## src/rtl/uart_tx_fifo.sv

```systemverilog
// Byte FIFO in front of uart_tx: buffers application writes and hands bytes one
// at a time to the serializer over the TX_DRDY/TX_DI handshake.
//
// state     | meaning
// IDLE      | waiting for stored data and an idle serializer; pops on exit
// LOAD      | TX_DI holds the popped byte; TX_DRDY is raised on exit
// WAIT_BUSY | TX_DRDY held until uart_tx reports TX_BUSY
// WAIT_DONE | frame in flight; waits for TX_DONE (or TX_BUSY dropping)
`timescale 1ns/1ps
module uart_tx_fifo #(
  parameter int DATA_BITS = 8,
  parameter int DEPTH     = 16
) (
  input  logic                     CLK,
  input  logic                     NRST,
  input  logic                     WR_EN,
  input  logic [DATA_BITS-1:0]     WR_DATA,
  input  logic                     FLUSH,
  output logic                     FULL,
  output logic                     EMPTY,
  output logic [$clog2(DEPTH):0]   LEVEL,
  output logic                     OVERFLOW,
  output logic                     TX_DRDY,
  output logic [DATA_BITS-1:0]     TX_DI,
  input  logic                     TX_BUSY,
  input  logic                     TX_DONE
);

  localparam int AW = $clog2(DEPTH);

  typedef enum logic [1:0] {IDLE, LOAD, WAIT_BUSY, WAIT_DONE} state_t;

  state_t               state, state_nxt;
  logic [AW:0]          wr_ptr, rd_ptr;
  logic [DATA_BITS-1:0] mem [DEPTH];
  logic                 pop, wr_ok, drdy_nxt;

  // Extra pointer MSB distinguishes full from empty when the index bits match.
  assign EMPTY = (wr_ptr == rd_ptr);
  assign FULL  = (wr_ptr[AW] != rd_ptr[AW]) && (wr_ptr[AW-1:0] == rd_ptr[AW-1:0]);
  assign LEVEL = wr_ptr - rd_ptr;
  assign wr_ok = WR_EN && !FULL && !FLUSH;

  always_comb begin
    state_nxt = state;
    pop       = 1'b0;
    drdy_nxt  = TX_DRDY;
    case (state)
      IDLE: begin
        if (!EMPTY && !TX_BUSY && !FLUSH) begin
          pop       = 1'b1;
          state_nxt = LOAD;
        end
      end
      LOAD: begin
        drdy_nxt  = 1'b1;
        state_nxt = WAIT_BUSY;
      end
      WAIT_BUSY: begin
        if (TX_BUSY) begin
          drdy_nxt  = 1'b0;
          state_nxt = WAIT_DONE;
        end
      end
      WAIT_DONE: begin
        // Entry requires TX_BUSY high, so a low level here means it fell.
        if (TX_DONE || !TX_BUSY)
          state_nxt = IDLE;
      end
      default: state_nxt = IDLE;
    endcase
  end

  always_ff @(posedge CLK or negedge NRST) begin
    if (!NRST) begin
      state    <= IDLE;
      TX_DRDY  <= 1'b0;
      TX_DI    <= '0;
      wr_ptr   <= '0;
      rd_ptr   <= '0;
      OVERFLOW <= 1'b0;
    end else begin
      state   <= state_nxt;
      TX_DRDY <= drdy_nxt;
      if (pop)
        TX_DI <= mem[rd_ptr[AW-1:0]];
      if (FLUSH) begin
        wr_ptr   <= '0;
        rd_ptr   <= '0;
        OVERFLOW <= 1'b0;
      end else begin
        if (wr_ok)
          wr_ptr <= wr_ptr + 1'b1;
        if (pop)
          rd_ptr <= rd_ptr + 1'b1;
        if (WR_EN && FULL)
          OVERFLOW <= 1'b1;
      end
    end
  end

  always_ff @(posedge CLK) begin
    if (wr_ok)
      mem[wr_ptr[AW-1:0]] <= WR_DATA;
  end

endmodule
```

## config.mk

```make
export PLATFORM = sky130hd
export DESIGN_NAME = uart_tx_fifo
export DESIGN_NICKNAME = d
export VERILOG_FILES = /design/src/rtl/uart_tx_fifo.sv
export SDC_FILE = /design/constraint.sdc
export NUM_CORES = 1
export LEC_CHECK = 0
export CAP_MARGIN = 20
export CORE_ASPECT_RATIO = 0.75
export CORE_UTILIZATION = 57
export CTS_BUF_LIST = sky130_fd_sc_hd__clkbuf_8 sky130_fd_sc_hd__clkbuf_16
export CTS_CLUSTER_SIZE = 40
export DETAILED_ROUTE_END_ITERATION = 10
export GPL_ROUTABILITY_DRIVEN = 0
export HOLD_SLACK_MARGIN = 0.03
export PLACE_DENSITY = 0.78
export RECOVER_POWER = 50
export SYNTH_ARGS = -nofsm -noshare
export SYNTH_HDL_FRONTEND = slang
export SYNTH_SLANG_ARGS = --single-unit
export TNS_END_PERCENT = 30
```

## constraint.sdc

```tcl
create_clock -name CLK -period 3.52 [get_ports CLK]
set_clock_uncertainty 0.2 [all_clocks]
set_input_delay 0.528 -clock CLK [delete_from_list [all_inputs] [get_ports CLK]]
set_output_delay 0.528 -clock CLK [all_outputs]
set_load 0.01 [all_outputs]
```

======== Word level (Yosys, flattened, before mapping) ========
Memories as Yosys holds them, arrays and structs flattened. A register that Yosys moved wholly into a read port is not among the register bits.
Index checks and enable logic that the tools add are counted.
storage, ports and cells
  RAM bits ................................ 128
  output and inout port bits .............. 17
  flip-flop bits (word level) ............. 14
  memories ................................ 1
  bits in latches ......................... 0
  ROM bits ................................ 0
operators by class
  multiplexer cells ....................... 16
  $add $sub $neg .......................... 3
  shift-type cells ........................ 0
  bitwise gates (word level) .............. 0
  reductions and logical operators ........ 19
  $mul .................................... 0
  $lt $le $gt $ge ......................... 0
  eq/ne operators ......................... 9
  div/mod/pow operators ................... 0
memories
  name  depth  bits a word  read ports  clocked after memory_dff  wr ports  line  source
  mem   16     8            1           1                         1         35    logic [DATA_BITS-1:0] mem [DEPTH];
operators by type and width
  kind                                                              number
  5-bit two-way mux                                                 4
  5-bit by 1-bit adder with 5-bit output (second input constant)    2
  2-bit one-hot mux with 4 select lines                             1
  2-bit nonzero test                                                4
  1-bit two-way mux                                                 7
  1-bit logical AND                                                 6
  2-bit two-way mux                                                 3
  2-bit inequality test (second input constant)                     3
  5-bit == test                                                     1
  1-bit logical NOT                                                 5
  5-bit subtractor                                                  1
  2-bit == test (second input constant)                             2
  4-bit == test                                                     1
  3-bit AND reduction                                               1
  2-bit by 1-bit == test with 1-bit output (second input constant)  1
  2-bit logical NOT                                                 1
  1-bit one-hot mux with 2 select lines                             1
  2-bit AND reduction                                               1
  1-bit logical OR                                                  1
  1-bit inequality test                                             1

======== Depth between registers and ports, before layout ========
  depth after elaboration ................. 8
  depth in mapped cells ................... 10
  gate-level depth less buffers ........... 7

======== Worst setup path before layout ========
OpenSTA, ideal clock, no wires.
  kind .................................... flip-flop to flip-flop
  start ................................... register rd_ptr[2]
  end ..................................... memory mem[3][0], enable pin
  clock period less this slack ............ 3.140 ns
  setup slack ............................. 0.380 ns
  cell stages (with the launch flop) ...... 10
  path buffers ............................ 3
  library setup time ...................... 0.383 ns
  arrival time ............................ 2.556 ns
  cells stage by stage .................... dfrtp_1 -> buf_2 -> buf_2 -> inv_1 -> ha_1 -> and4_1 -> buf_6 -> a211oi_1 -> nand2_1 -> nor3_1
on the way
  word-level cells in the longest chain between the ends .. 7
ends and longest elaborated chain
  what                                     line  source
  start, declared                          34    logic [AW:0] wr_ptr, rd_ptr;
  start signal, assigned                   95    rd_ptr <= rd_ptr + 1'b1;
  4-bit == test                            40    assign FULL = (wr_ptr[AW] != rd_ptr[AW]) && (wr_ptr[AW-1:0] == rd_ptr[AW-1:0]);
  1-bit logical AND                        40
  1-bit logical NOT                        42    assign wr_ok = WR_EN && !FULL && !FLUSH;
  1-bit logical AND (2 in a row)           42
  1-bit two-way mux                        103   if (wr_ok)
  1-bit two-way mux (implied by the code)  104   mem[wr_ptr[AW-1:0]] <= WR_DATA;
  end, declared                            35
No other way between the ends.

======== Final worst setup path ========
  start ................................... register wr_ptr[0]
  end ..................................... output LEVEL[4]
on the way
  word-level cells in the longest chain between the ends .. 1
ends and longest elaborated chain
  what                    line  source
  start, declared         34
  start signal, assigned  93    wr_ptr <= wr_ptr + 1'b1;
  5-bit subtractor        41    assign LEVEL = wr_ptr - rd_ptr;
  end, declared           21    output logic [$clog2(DEPTH):0] LEVEL,
No other way between the ends.

==> impl_metrics.toml <==
[critical_path]
critPathLaunchType = "flop"
worstSetupStartpoint = "wr_ptr[0]"
cpMostUsedCell = "inv_1"
path_max_fanout = 4
reg2reg_slack_ps = 640
path_buf_inv = 3
cp.depth = 8
worstPathRequired_ps = 2790
crit_family = "buffers and inverters"
critPathKind = "reg2out"
crit_chain = "inv_1 -> ha_1 -> fa_1 -> inv_1 -> a21o_2 -> a21oi_1 -> xnor2_1 -> clkdlybuf4s50_1"
crit_path_end_kind = "primary output"
r2r_cells = 7
slowest_stage = "clkdlybuf4s50_1"
slowest_delay_ps = 550
rr_startpoint = "rd_ptr[1]"
cp.arrival_ps = 2500

[timing]
timing.slew.headroom_pct = 30.32
worstMarginPinSlew_ps = 1045
setup_viol = 0
finalCritPeriodShare_pct = 91.62
max_freq_mhz = 310.1
drv_slew = 0
period_minus_slack_ps = 3225
grt_setup_unrepaired = "no"
hold_slack_ps = 306.7
fin_tns_setup_ps = 0
final_hold_viol_count = 0
setup_ws_ps = 294.9

[cells_and_area]
layout.nets = 479
post-route-util_pct = 70.51
final_area_um2 = 7453
diodes = 0
multi_input_area_um2 = 1775
area_growth_pct = 17.22
register_area_um2 = 4398
drive_above_1_share_pct = 15.52
nFillCells = 687

[pwr]
leakage_nw = 2.526
max-vdd-ir-drop_mv = 0.3751
power_density_nw_per_um2 = 611.6

[floorplan]
core-area_um2 = 10570
rows = 32
start_util_pct = 60.16
dieArea_um2 = 11590
dieWidth_um = 124.0
io_pins = 31
die_y_um = 93.47

[grt]
grt_max_degree = 61
antenna_found_initial = 0
grtUsageTotal_pct = 25.68
grt_pass1_wl_mm = 20.37
grt_pass1_vias = 3557
overflow = 0

[detailed_routing]
viasPerCell = 5.993
drcViolationCount = 0
wl_per_cell_um = 21.84
vias = 3596
ant_nets = 0
drt-pass1-iter-count = 5
routed_wl_mm = 13.10
drtIter0Drc = 395

[clocking]
cts-root-buf = "clkbuf_16"
cts_buffers = 17
cts_hold_buf = 0
cts_setup_buffers = 0
cts.path.max_buffers = 2
clk_pin_slew_ps = 60
clkSinkCount = 150
clock_latency_ps = 410
cts_tree = "yes"
htree_levels = 4
cts_resized = 0

[synthesis]
ys_seq_elements = 150
ys.warnings.count = 0
synth_nets = 427
synth_edf_count = 128
async_reset_ff_share_pct = 14.67
yosysSeqAreaShare_pct = 69.11
syn_inst = 399
avgSynthCellArea_um2 = 15.94
synth_cell_type_count = 43
synth-main-ff-cell = "edfxtp_1"
synth.area.top_cells = "edfxtp_1, dfrtp_1, mux2i_1"
yosys.area.top_type = "edfxtp_1"
netlist.area_leader.share_pct = 60.45
syn_area_um2 = 6359

[hold_path]
hold_depth = 2
hold_path.class = "reg2reg"
min_from = "OVERFLOW"

[placed_design]
pre_cts_ws_ps = 723.9
placed_area_um2 = 6873
port_buffers = 30
dp_hpwl_mm = 8.382

[outcome]
status = "finished clean"

[flow_run]
maxCapViolations = 0
## kinds of logic (layout without fill, tap and decap cells)
logic type / after synthesis / after routing / synth area share (%)
buf+inv: 35 / 100 / 2.971
mux: 61 / 61 / 11.20
fa+ha+maj: 14 / 14 / 2.873
xor+xnor: 9 / 9 / 1.358
flops: 150 / 150 / 69.11
simple gates: 71 / 71 / 5.156
compound gates: 59 / 59 / 7.340
## layer usage
| metal | wire, um | share of wire (%) | global-route usage (%) |
|---|---|---|---|
| met4 | 145 | 1.1 | 8.135 |
| met2 | 5976 | 46 | 36.53 |
| met1 | 6096 | 47 | 37.79 |
| met5 | 0 | 0 | 0 |
| met3 | 884 | 6.7 | 8.049 |
## registers in the layout (all words and copies together), names as in the netlist
register and count:
OVERFLOW 1, TX_DRDY 1, TX_DI 8, wr_ptr 5, state 2, mem 128
rd_ptr 5
## worst paths after layout
path                             end
max in group asynchronous   TX_DI[5]
min in group asynchronous  rd_ptr[0]
hold reg to reg             OVERFLOW
setup reg to reg           mem[1][6]
hold / removal              OVERFLOW
setup / recovery            LEVEL[4]
## cells in the final DEF, fill, tap and decap left out, types with 15 or more instances in the layout
cell             count
clkdlybuf4s50_1     15
dfrtp_1             21
dlygate4sd3_1       15
clkbuf_16           17
buf_4               22
o22ai_1             17
edfxtp_1           128
inv_1               18
mux2i_1             52
nor2_1              38
## cell usage after synthesis (2+ instances only)
library cell / number
a31oi_2: 8
nor3_1: 5
nand3b_1: 2
o211ai_1: 2
nor2b_1: 2
a21oi_1: 5
buf_2: 7
edfxtp_1: 128
nand3_1: 5
dfrtp_1: 22
mux2i_1: 52
o22ai_1: 17
nand4_1: 3
a221oi_1: 7
buf_4: 3
nand2b_1: 5
clkbuf_1: 5
inv_1: 14
nor2_1: 38
mux4_2: 8
ha_1: 13
a211oi_1: 3
nand2_1: 7
xnor2_1: 7
o21ai_0: 9
buf_6: 5
## layout make-up
type	instances	share of cell area (%)
Sequential cell	150	59.01
Multi-Input combinational cell	214	23.82
Timing Repair Buffer	53	6.295
Clock buffer	18	5.892
Tap cell	136	2.283
Clock inverter	14	1.947
Inverter	15	0.7554
## power breakdown
part	leakage (nW)	switching (mW)	internal, mW
sequential	1.43	0.0612	2.01
combinational	0.793	0.371	0.344
clock	0.303	0.654	1.11
total	2.53	1.09	3.47
## metrics by stage
| step | cells | power, mW |
|---|---|---|
| 2_1_floorplan | 399 | 2.557 |
| 3_3_place_gp | 568 | 2.806 |
| 3_5_place_dp | 568 | 2.836 |
| 4_1_cts | 600 | 4.602 |
| 5_1_grt | 600 | 4.732 |
| 6_report | 600 | 4.559 |
## tightest hold or removal path, delay by kind of cell (launching register included)
family	cells	cell delay, ps
AO/OA/AOI/OAI	1	40
AND/OR/NAND/NOR	1	80
flip-flops	1	350
No activity file was read; power rests on OpenSTA's default activity.
